File: config.mk
export PLATFORM = sky130hd
export DESIGN_NAME = disp_frame_seq
export DESIGN_NICKNAME = d
export VERILOG_FILES = /design/src/rtl/disp_frame_seq.sv
export SDC_FILE = /design/constraint.sdc
export NUM_CORES = 1
export LEC_CHECK = 0
export BUFFER_PORTS_ARGS = -buffer_cell sky130_fd_sc_hd__buf_2
export CORE_MARGIN = 2
export CORE_UTILIZATION = 41
export DETAILED_ROUTE_END_ITERATION = 8
export PLACE_DENSITY = 0.67
export SYNTH_ARGS = -nofsm -noshare
export SYNTH_HDL_FRONTEND = slang
export SYNTH_SLANG_ARGS = --single-unit
File: constraint.sdc
create_clock -name clkSYS -period 2.35 [get_ports clkSYS]
set_input_delay 0.1175 -clock clkSYS [delete_from_list [all_inputs] [get_ports clkSYS]]
set_output_delay 0.1175 -clock clkSYS [all_outputs]
set_load 0.03 [all_outputs]
File: src/rtl/disp_frame_seq.sv
// disp_frame_seq: runs up to N render stages one after another through start/done
// pulse handshakes, then issues a buffer-swap request and waits for it to finish.
// Frames repeat while run is high. Stage enable mask latched per frame; watchdog optional.
// Ports: clkSYS/n_reset clock and async active-low reset; run, stage_en frame control;
// start/done per-stage handshake; swap_start/swap_done swap handshake;
// busy, stage (N = swap phase), frame_cnt, err status; err_clr clears err.
module disp_frame_seq #(
  parameter int N       = 4,
  parameter int TIMEOUT = 0,
  parameter int TW      = 24,
  parameter int FW      = 16
) (
  input  logic               clkSYS,
  input  logic               n_reset,
  input  logic               run,
  input  logic [N-1:0]       stage_en,
  output logic [N-1:0]       start,
  input  logic [N-1:0]       done,
  output logic               swap_start,
  input  logic               swap_done,
  output logic               busy,
  output logic [$clog2(N):0] stage,
  output logic [FW-1:0]      frame_cnt,
  output logic [N-1:0]       err,
  input  logic               err_clr
);
  localparam int SW = $clog2(N) + 1;
  localparam logic [SW-1:0] SWAP_IDX = SW'(N);

  typedef enum logic [1:0] {S_IDLE, S_RUN, S_SWAP} state_t;

  state_t        state, state_nx;
  logic [N-1:0]  mask, mask_nx;
  logic [SW-1:0] stage_nx;
  logic [TW-1:0] wd, wd_nx;
  logic [N-1:0]  start_nx, err_nx;
  logic          swap_nx, busy_nx;
  logic [FW-1:0] frame_nx;
  logic          cur_done, accept, timeout, advance, launch, enter;
  logic [SW-1:0] first_idx, next_idx;

  // Lowest set bit of v at or above 'from'; SWAP_IDX when there is none.
  function automatic logic [SW-1:0] lowest_from(input logic [N-1:0] v, input int from);
    logic [SW-1:0] r;
    r = SWAP_IDX;
    for (int i = N - 1; i >= 0; i--)
      if (v[i] && i >= from) r = SW'(i);
    return r;
  endfunction

  // Next-state logic: stage progression and frame launch.
  always_comb begin
    cur_done = 1'b0;
    for (int i = 0; i < N; i++)
      if (stage == SW'(i)) cur_done = done[i];
    // start is only non-zero in the entry cycle of a stage, so a done that
    // coincides with its own start pulse is ignored.
    accept    = (state == S_RUN) && cur_done && (start == '0);
    timeout   = (TIMEOUT > 0) && (state == S_RUN) && !accept &&
                (wd == TW'(TIMEOUT - 1));
    advance   = accept || timeout;
    first_idx = lowest_from(stage_en, 0);
    next_idx  = lowest_from(mask, int'(stage) + 1);
    launch    = 1'b0;
    state_nx  = state;
    mask_nx   = mask;
    stage_nx  = stage;
    case (state)
      S_IDLE: launch = run;
      S_RUN: begin
        if (advance) begin
          stage_nx = next_idx;
          if (next_idx == SWAP_IDX) state_nx = S_SWAP;
        end
      end
      S_SWAP: begin
        if (swap_done) begin
          if (run) begin
            launch = 1'b1;
          end else begin
            state_nx = S_IDLE;
            stage_nx = '0;
          end
        end
      end
      default: state_nx = S_IDLE;
    endcase
    if (launch) begin
      mask_nx  = stage_en;
      stage_nx = first_idx;
      state_nx = (first_idx == SWAP_IDX) ? S_SWAP : S_RUN;
    end
  end

  // Output logic: next values of the registered outputs.
  always_comb begin
    enter    = launch || advance;
    start_nx = '0;
    swap_nx  = 1'b0;
    if (enter) begin
      if (stage_nx == SWAP_IDX) begin
        swap_nx = 1'b1;
      end else begin
        for (int i = 0; i < N; i++)
          if (stage_nx == SW'(i)) start_nx[i] = 1'b1;
      end
    end
    wd_nx    = enter ? '0 : ((state == S_RUN) ? wd + 1'b1 : wd);
    busy_nx  = (state_nx != S_IDLE);
    frame_nx = (state == S_SWAP && swap_done) ? frame_cnt + 1'b1 : frame_cnt;
    // A timeout in the same cycle as err_clr still sets its bit.
    err_nx   = err_clr ? '0 : err;
    for (int i = 0; i < N; i++)
      if (timeout && stage == SW'(i)) err_nx[i] = 1'b1;
  end

  // State and output registers.
  always_ff @(posedge clkSYS or negedge n_reset) begin
    if (!n_reset) begin
      state      <= S_IDLE;
      mask       <= '0;
      stage      <= '0;
      wd         <= '0;
      start      <= '0;
      swap_start <= 1'b0;
      busy       <= 1'b0;
      frame_cnt  <= '0;
      err        <= '0;
    end else begin
      state      <= state_nx;
      mask       <= mask_nx;
      stage      <= stage_nx;
      wd         <= wd_nx;
      start      <= start_nx;
      swap_start <= swap_nx;
      busy       <= busy_nx;
      frame_cnt  <= frame_nx;
      err        <= err_nx;
    end
  end

endmodule

==> out/qor.csv, run 1 <==
metric,value,unit
netlist_area,1750,um2
finalWeightedCongestion,0.770,
min_period_over_period,0.940,
floorplan.rows,23,
critical_path_class,flop to flop,
synth_enable_flop_cells,0,
cap_viol_max_count,0,
core_region_area,4060,um2
first_global_vias,1259,
grt-ovfl-total,0,
tritoncts,done,
dp_hpwl,2.55,mm
route.detailed.vias_per_inst,5.08,
die_x,69.3,um
cts_root_buf,sky130_fd_sc_hd__clkbuf_8,
hold_path_origin,stage_en[2],
max-vdd-ir-drop,0.502,mV
io_buffer_count,36,
number_of_setup_violations_in_the_final_report,0,
cts-htree-levels,2,
numCtsBuffers,5,
insertedDiodeCount,0,
io_pins,42,
yosysSeqAreaShare,0.444,
register_area,777,um2
synth_top_area_cell,sky130_fd_sc_hd__dfrtp_1,
power_frac_clock,0.239,
start_util,0.430,
vias_after_detailed_routing,1351,
wire_length_of_the_first_global_routing_pass,5.83,mm
synth-warning-count,0,
timing.slew.headroom,0.554,
p_int,0.00140,W
met2RoutedLength,1.56,mm
fmax,453,MHz
power-per-cell-area,1080,nW/um2
p_leak,1.13,nW
grt_max_degree,32,
drt_pass1_iterations,4,
hold_path_class,input port to flop,
cts.reportedPaths.clkPinSlew,0.07,ns
crit_path_end_kind,flop,
detail_route.drc_violations,0,
area_of_the_multi_input_gates,918,um2
highest-signal-layer,met4,
hold_fails_final_rpt,0,
slew_at_the_pin_closest_to_its_max_slew_limit,0.669,ns
slack_of_the_critical_path,0.141,ns
clock_latency,0.29,ns
number_of_fillers_in_the_final_layout,367,
switching_power,0.000917,W
die_area,4800,um2
layout.nets,239,
timing.setup.tns,0,ns
logic_gate_share_of_total_power,0.446,
cp_max_fanout,8,
postRouteWirelength,3.37,mm
place_worst_setup_slack,0.122,ns
number_of_distinct_library_cells_after_synthesis,47,
maxSlewViolCount,0,
track_usage,0.154,
area_growth,23.0,%
critPathLaunch,stage[0],
detail_route.wirelength.met1,1.62,mm
antenna_found_initial,0,
finalWorstPathRequiredPeriod,2.21,ns
clock-sinks,31,
cp_data_arrival_time,2.42,ns
wire_per_inst,12.7,um
cts.path.max_buffers,2,
share_of_the_synthesized_area_in_the_top_cell_type,0.444,
timing.rr.start,stage[0],
critical_path.startpoint_type,flop,
cells_taking_the_most_area_after_synthesis,"sky130_fd_sc_hd__dfrtp_1 (44%), sky130_fd_sc_hd__ha_1 (7.9%), sky130_fd_sc_hd__xnor2_1 (5.0%)",
synthCells,168,
layout-drive-gt1-share,0.296,
async_flop_share,1.00,
finalPower,0.00231,W
ant_nets,0,
power_frac_seq,0.315,
outcome,finished clean,
proportion_of_total_power_due_to_net_switching,0.396,
die-height,69.3,um
post-cts-setup-buffer-count,0,
syn_avg_cell_area,10.4,um2
yosys_most_used_dff,sky130_fd_sc_hd__dfrtp_1,
finClkSkew,0.00666,ns
hold_ws,0.111,ns
rsz0062_at_grt,false,
detailroute.wirelength.met3,139,um
required,2.56,ns
drt_first_iter_violations,47,
ys_ff_latch,31,
==> final timing paths <==
check,endpoint,slack [ns],cells after the start
max,start[0],0.14,8
max in group asynchronous,stage[1],1.48,2
min in group asynchronous,mask[2],0.40,2
max reg2reg,start[0],0.14,8
min,mask[2],0.11,3
min reg2reg,frame_cnt[15],0.46,1
==> sequential cells by signal, indices dropped and copies added (netlist names) <==
| name | count |
|---|---|
| busy | 1 |
| frame_cnt | 16 |
| mask | 4 |
| stage | 3 |
| start | 4 |
| state | 2 |
| swap_start | 1 |
==> synthesized netlist by cell type (all sizes together) (2+ instances only) <==
cell     n
ha      11
a21boi   2
nor3     5
nand3    4
and2     3
mux2     4
a31oi    2
nor4     3
buf      4
nor4b    2
inv     12
dfrtp   31
and4     2
nor2     6
nand2   15
a21oi    8
o21ai    6
xor2     5
a31o     2
xnor2   10
nand2b   2
and3     8
nand4    4
==> cells by family (layout without fill, tap and decap cells) <==
logic type / count (synthesis) / count (layout) / synth area share
xor gates and xnor gates: 15 / 15 / 0.0752
and+or+nand+nor: 61 / 61 / 0.212
muxes: 5 / 5 / 0.0315
other: 1 / 4 / 0.00215
buffers and inverters: 17 / 62 / 0.0451
AOI/OAI and AO/OA: 27 / 27 / 0.111
DFF: 31 / 31 / 0.444
adders and majority gates: 11 / 11 / 0.0788
==> final cells by class <==
class / instances / area share
Clock buffer: 6 / 0.0384
Tap cell: 50 / 0.0291
Inverter: 12 / 0.0210
Sequential cell: 31 / 0.362
Clock inverter: 2 / 0.0163
Timing Repair Buffer: 42 / 0.106
Multi-Input combinational cell: 123 / 0.427
==> what timing repair did <==
| action | 4_1_cts | 5_1_grt |
|---|---|---|
| endpoints found under the setup margin | 0 | 3 |
| resized for setup | 0 | 3 |
| hold buffers | 1 | 0 |
| hold endpoints to repair | 31 | 0 |
==> metal layers <==
metal / vias up / track usage
li1: 677 / -
met3: 5 / 0.0552
met5: - / 0
met2: 31 / 0.235
met4: 0 / 0.0588
met1: 638 / 0.201
==> cell usage in the layout (no fill, tap or decap), types with 2 or more instances in the layout <==
master	count
sky130_fd_sc_hd__a21oi_1	8
sky130_fd_sc_hd__a31oi_1	2
sky130_fd_sc_hd__and2_1	3
sky130_fd_sc_hd__and3_1	8
sky130_fd_sc_hd__buf_2	36
sky130_fd_sc_hd__buf_4	5
sky130_fd_sc_hd__clkbuf_8	6
sky130_fd_sc_hd__conb_1	4
sky130_fd_sc_hd__dfrtp_1	30
sky130_fd_sc_hd__ha_1	11
sky130_fd_sc_hd__inv_1	11
sky130_fd_sc_hd__mux2_2	4
sky130_fd_sc_hd__nand2_1	15
sky130_fd_sc_hd__nand2b_1	2
sky130_fd_sc_hd__nand3_1	4
sky130_fd_sc_hd__nand4_1	4
sky130_fd_sc_hd__nor2_1	6
sky130_fd_sc_hd__nor3_1	2
sky130_fd_sc_hd__nor3_2	2
sky130_fd_sc_hd__nor4_1	3
sky130_fd_sc_hd__o21ai_0	5
sky130_fd_sc_hd__xnor2_1	10
sky130_fd_sc_hd__xor2_1	5
==> power groups by stage <==
stage	clock network [W]	registers (W)	logic [W]
after floorplan	0	0.000853	0.000649
after global routing	0.000592	0.000746	0.00115
after CTS	0.000566	0.000730	0.00102
final	0.000553	0.000729	0.00103
after global placement	0	0.000735	0.00101
after detailed placement	0	0.000738	0.00102
==> stage by stage <==
| step | area [um2] | instances | util |
|---|---|---|---|
| floorplan | 1760 | 171 | - |
| global placement | 2010 | 257 | 0.494 |
| detailed placement | 2010 | 257 | 0.494 |
| CTS | 2130 | 266 | 0.526 |
| global route | 2150 | 266 | 0.529 |
| finish | 2150 | 266 | 0.529 |
==> critical path: stages (launching register included) <==
cell	delay, ns
sky130_fd_sc_hd__dfrtp_1	0.41
sky130_fd_sc_hd__ha_1	0.21
sky130_fd_sc_hd__ha_1	0.23
sky130_fd_sc_hd__inv_1	0.07
sky130_fd_sc_hd__o21ai_1	0.08
sky130_fd_sc_hd__nor3_4	0.32
sky130_fd_sc_hd__a31oi_1	0.17
sky130_fd_sc_hd__or4_4	0.52
sky130_fd_sc_hd__nor3_2	0.12
(Power assumes the default switching activity.)
==> run 2: changes to the inputs <==
==> constraint.sdc (replaced) <==
create_clock -name clkSYS -period 2.2 [get_ports clkSYS]
set_input_delay 0.11 -clock clkSYS [delete_from_list [all_inputs] [get_ports clkSYS]]
set_output_delay 0.11 -clock clkSYS [all_outputs]
set_load 0.03 [all_outputs]
==> run 2 against run 1 <==
Net effect:
- the flow now finishes with violations (setup timing)
- sequential share of layout area down 2.3 points
- global-route usage up 0.083 points
- critical endpoint is now start[2]
- routed wire length up 8.8%
- hold slack better by 0.0059 ns
- total power up 14%
- flip-flop and latch count unchanged
==> out/qor.csv, run 2 (synthesis gave the netlist of run 1 again) <==
metric,value,unit,change
clock-sinks,31,,unchanged
p_int,0.00158,W,was 0.00140 W
detail_route.drc_violations,0,,unchanged
fmax,447,MHz,was 453 MHz
min_delay_path_depth,2,,was 3
start_util,0.430,,unchanged
die-height,69.3,um,unchanged
cts.reportedPaths.clkPinSlew,0.07,ns,about the same
postRouteWirelength,3.66,mm,was 3.37 mm
maxSlewViolCount,0,,unchanged
register_area,778,um2,was 777 um2
io_pins,42,,unchanged
rsz0062_at_grt,true,,was false
proportion_of_total_power_due_to_net_switching,0.402,,was 0.396
layout-drive-gt1-share,0.386,,was 0.296
largest_register,frame_cnt,,unchanged
floorplan.rows,23,,unchanged
number_of_fillers_in_the_final_layout,356,,was 367
worstRegToRegCells,8,,unchanged
largest_registers,"frame_cnt (16), mask (4), start (4)",,unchanged
number_of_setup_violations_in_the_final_report,1,,was 0
power_frac_seq,0.296,,was 0.315
power-per-cell-area,1150,nW/um2,was 1080 nW/um2
cts.path.max_buffers,2,,unchanged
insertedDiodeCount,0,,unchanged
p_leak,1.18,nW,was 1.13 nW
numCtsBuffers,5,,unchanged
min_period_over_period,1.02,,was 0.940
power_frac_clock,0.187,,was 0.239
slew_at_the_pin_closest_to_its_max_slew_limit,0.681,ns,was 0.669 ns
layout_commonest_cell,sky130_fd_sc_hd__buf_2,,unchanged
failed_checks,setup timing,,
cap_viol_max_count,0,,unchanged
postLayoutCellArea,2300,um2,was 2150 um2
ant_nets,0,,unchanged
layout.nets,251,,was 239
io_buffer_count,36,,unchanged
die_x,69.3,um,unchanged
hold_fails_final_rpt,0,,unchanged
finalWeightedCongestion,0.887,,was 0.770
die_area,4800,um2,unchanged
logic_gate_share_of_total_power,0.517,,was 0.446
final_core_density,0.567,,was 0.529
slack_of_the_critical_path,-0.0396,ns,was 0.141 ns
timing.slew.headroom,0.546,,was 0.554
core_region_area,4060,um2,unchanged
grt-ovfl-total,0,,unchanged
cts_root_buf,sky130_fd_sc_hd__clkbuf_8,,unchanged
antenna_found_initial,0,,unchanged
dp_hpwl,2.70,mm,was 2.55 mm
first_global_vias,1395,,was 1259
wire_length_of_the_first_global_routing_pass,6.09,mm,was 5.83 mm
dp_cells,267,,was 257
rrSetupSlack,-0.04,ns,was 0.14 ns
most-common-layout-cells,"sky130_fd_sc_hd__buf_2 (36), sky130_fd_sc_hd__dfrtp_1 (29), sky130_fd_sc_hd__nand2_1 (15), sky130_fd_sc_hd__buf_4 (15), sky130_fd_sc_hd__xnor2_1 (10)",,"was sky130_fd_sc_hd__buf_2 (36), sky130_fd_sc_hd__dfrtp_1 (30), sky130_fd_sc_hd__nand2_1 (15), sky130_fd_sc_hd__inv_1 (11), sky130_fd_sc_hd__ha_1 (11)"
track_usage,0.155,,was 0.154
route.detailed.vias_per_inst,5.09,,was 5.08
placed_area,2090,um2,was 2010 um2
critical_path_class,flop to flop,,unchanged
stdcell_count,278,,was 266
tritoncts,done,,unchanged
area_of_the_multi_input_gates,986,um2,was 918 um2
crit_path_end_kind,flop,,unchanged
number_of_flip_flops_under_the_largest_register_name,16,,unchanged
drt_first_iter_violations,69,,was 47
cts-htree-levels,2,,unchanged
critical_path.startpoint_type,flop,,unchanged
vias_after_detailed_routing,1416,,was 1351
clock_latency,0.27,ns,was 0.29 ns
finalPower,0.00264,W,was 0.00231 W
wire_per_inst,13.2,um,was 12.7 um
required,2.40,ns,was 2.56 ns
finClkSkew,0.00366,ns,was 0.00666 ns
cp_max_fanout,5,,was 8
outcome,"finished, violations left",,was finished clean
drt_pass1_iterations,4,,unchanged
hold_path_class,input port to flop,,unchanged
area_growth,31.7,%,was 23.0%
finalWorstPathRequiredPeriod,2.24,ns,was 2.21 ns
grt_max_degree,32,,unchanged
cp_data_arrival_time,2.44,ns,was 2.42 ns
max-vdd-ir-drop,0.600,mV,was 0.502 mV
switching_power,0.00106,W,was 0.000917 W
## run 2: cell types whose count changed in the layout (fill, tap and decap cells not counted), moves of 2 or more
cell                    previous run  this run
sky130_fd_sc_hd__ha_1             11         7
sky130_fd_sc_hd__inv_2             1         3
sky130_fd_sc_hd__ha_2              0         2
sky130_fd_sc_hd__buf_4             5        15
sky130_fd_sc_hd__buf_6             0         2
sky130_fd_sc_hd__ha_4              0         2
sky130_fd_sc_hd__inv_1            11         9
## run 2: repair_timing
action	in CTS	in global routing
endpoints found under the hold margin	31	0
resized for setup	4	11
setup endpoints to repair	2	5
buffers inserted	0	2
pin swaps	0	6
hold buffers	1	0
## run 2: cell type report
type | instances | area share
Clock inverter | 1 | 0.00326
Multi-Input combinational cell | 123 | 0.428
Sequential cell | 31 | 0.338
Timing Repair Buffer | 54 | 0.141
Clock buffer | 7 | 0.0419
Inverter | 12 | 0.0196
Tap cell | 50 | 0.0272
## run 2: worst max-delay path, stage by stage, from the launching register on
cell and delay, ns:
sky130_fd_sc_hd__dfrtp_2 0.44, sky130_fd_sc_hd__ha_2 0.21, sky130_fd_sc_hd__ha_4 0.17, sky130_fd_sc_hd__inv_1 0.06, sky130_fd_sc_hd__o21ai_1 0.08, sky130_fd_sc_hd__nor3_4 0.32, sky130_fd_sc_hd__a31oi_4 0.15, sky130_fd_sc_hd__or4_4 0.55
sky130_fd_sc_hd__nor3_2 0.18
## run 2: power groups by stage
stage / Combinational [W] / Sequential [W] / Clock (W)
finish: 0.00136 / 0.000782 / 0.000494
global route: 0.00150 / 0.000802 / 0.000536
detailed placement: 0.00123 / 0.000789 / 0
global placement: 0.00122 / 0.000788 / 0
floorplan: 0.000698 / 0.000917 / 0
CTS: 0.00125 / 0.000781 / 0.000514
## run 2: worst paths after layout
kind                                from       endpoint
min                          stage_en[3]        mask[3]
min reg2reg                frame_cnt[15]  frame_cnt[15]
max                             stage[0]       start[2]
max in group asynchronous        n_reset       stage[0]
max reg2reg                     stage[0]       start[2]
min in group asynchronous        n_reset        mask[2]
## run 2: per-layer routing
metal  GRT usage  up-vias  wire length, um
met5           0        -                0
met2       0.256       30             1760
met4      0.0523        0               63
li1            -      702                -
met3      0.0378        8              144
met1       0.198      676             1690
## run 2: through the flow
step                hold slack (ns)  setup slack, ns   TNS [ns]
floorplan                    -0.186          -0.0244    -0.0487
global placement              0.186          0.00546          0
detailed placement            0.207          -0.0284    -0.0403
CTS                          0.0985        -0.000233  -0.000233
global route                 0.0986           -0.113     -0.352
finish                        0.117          -0.0396    -0.0396
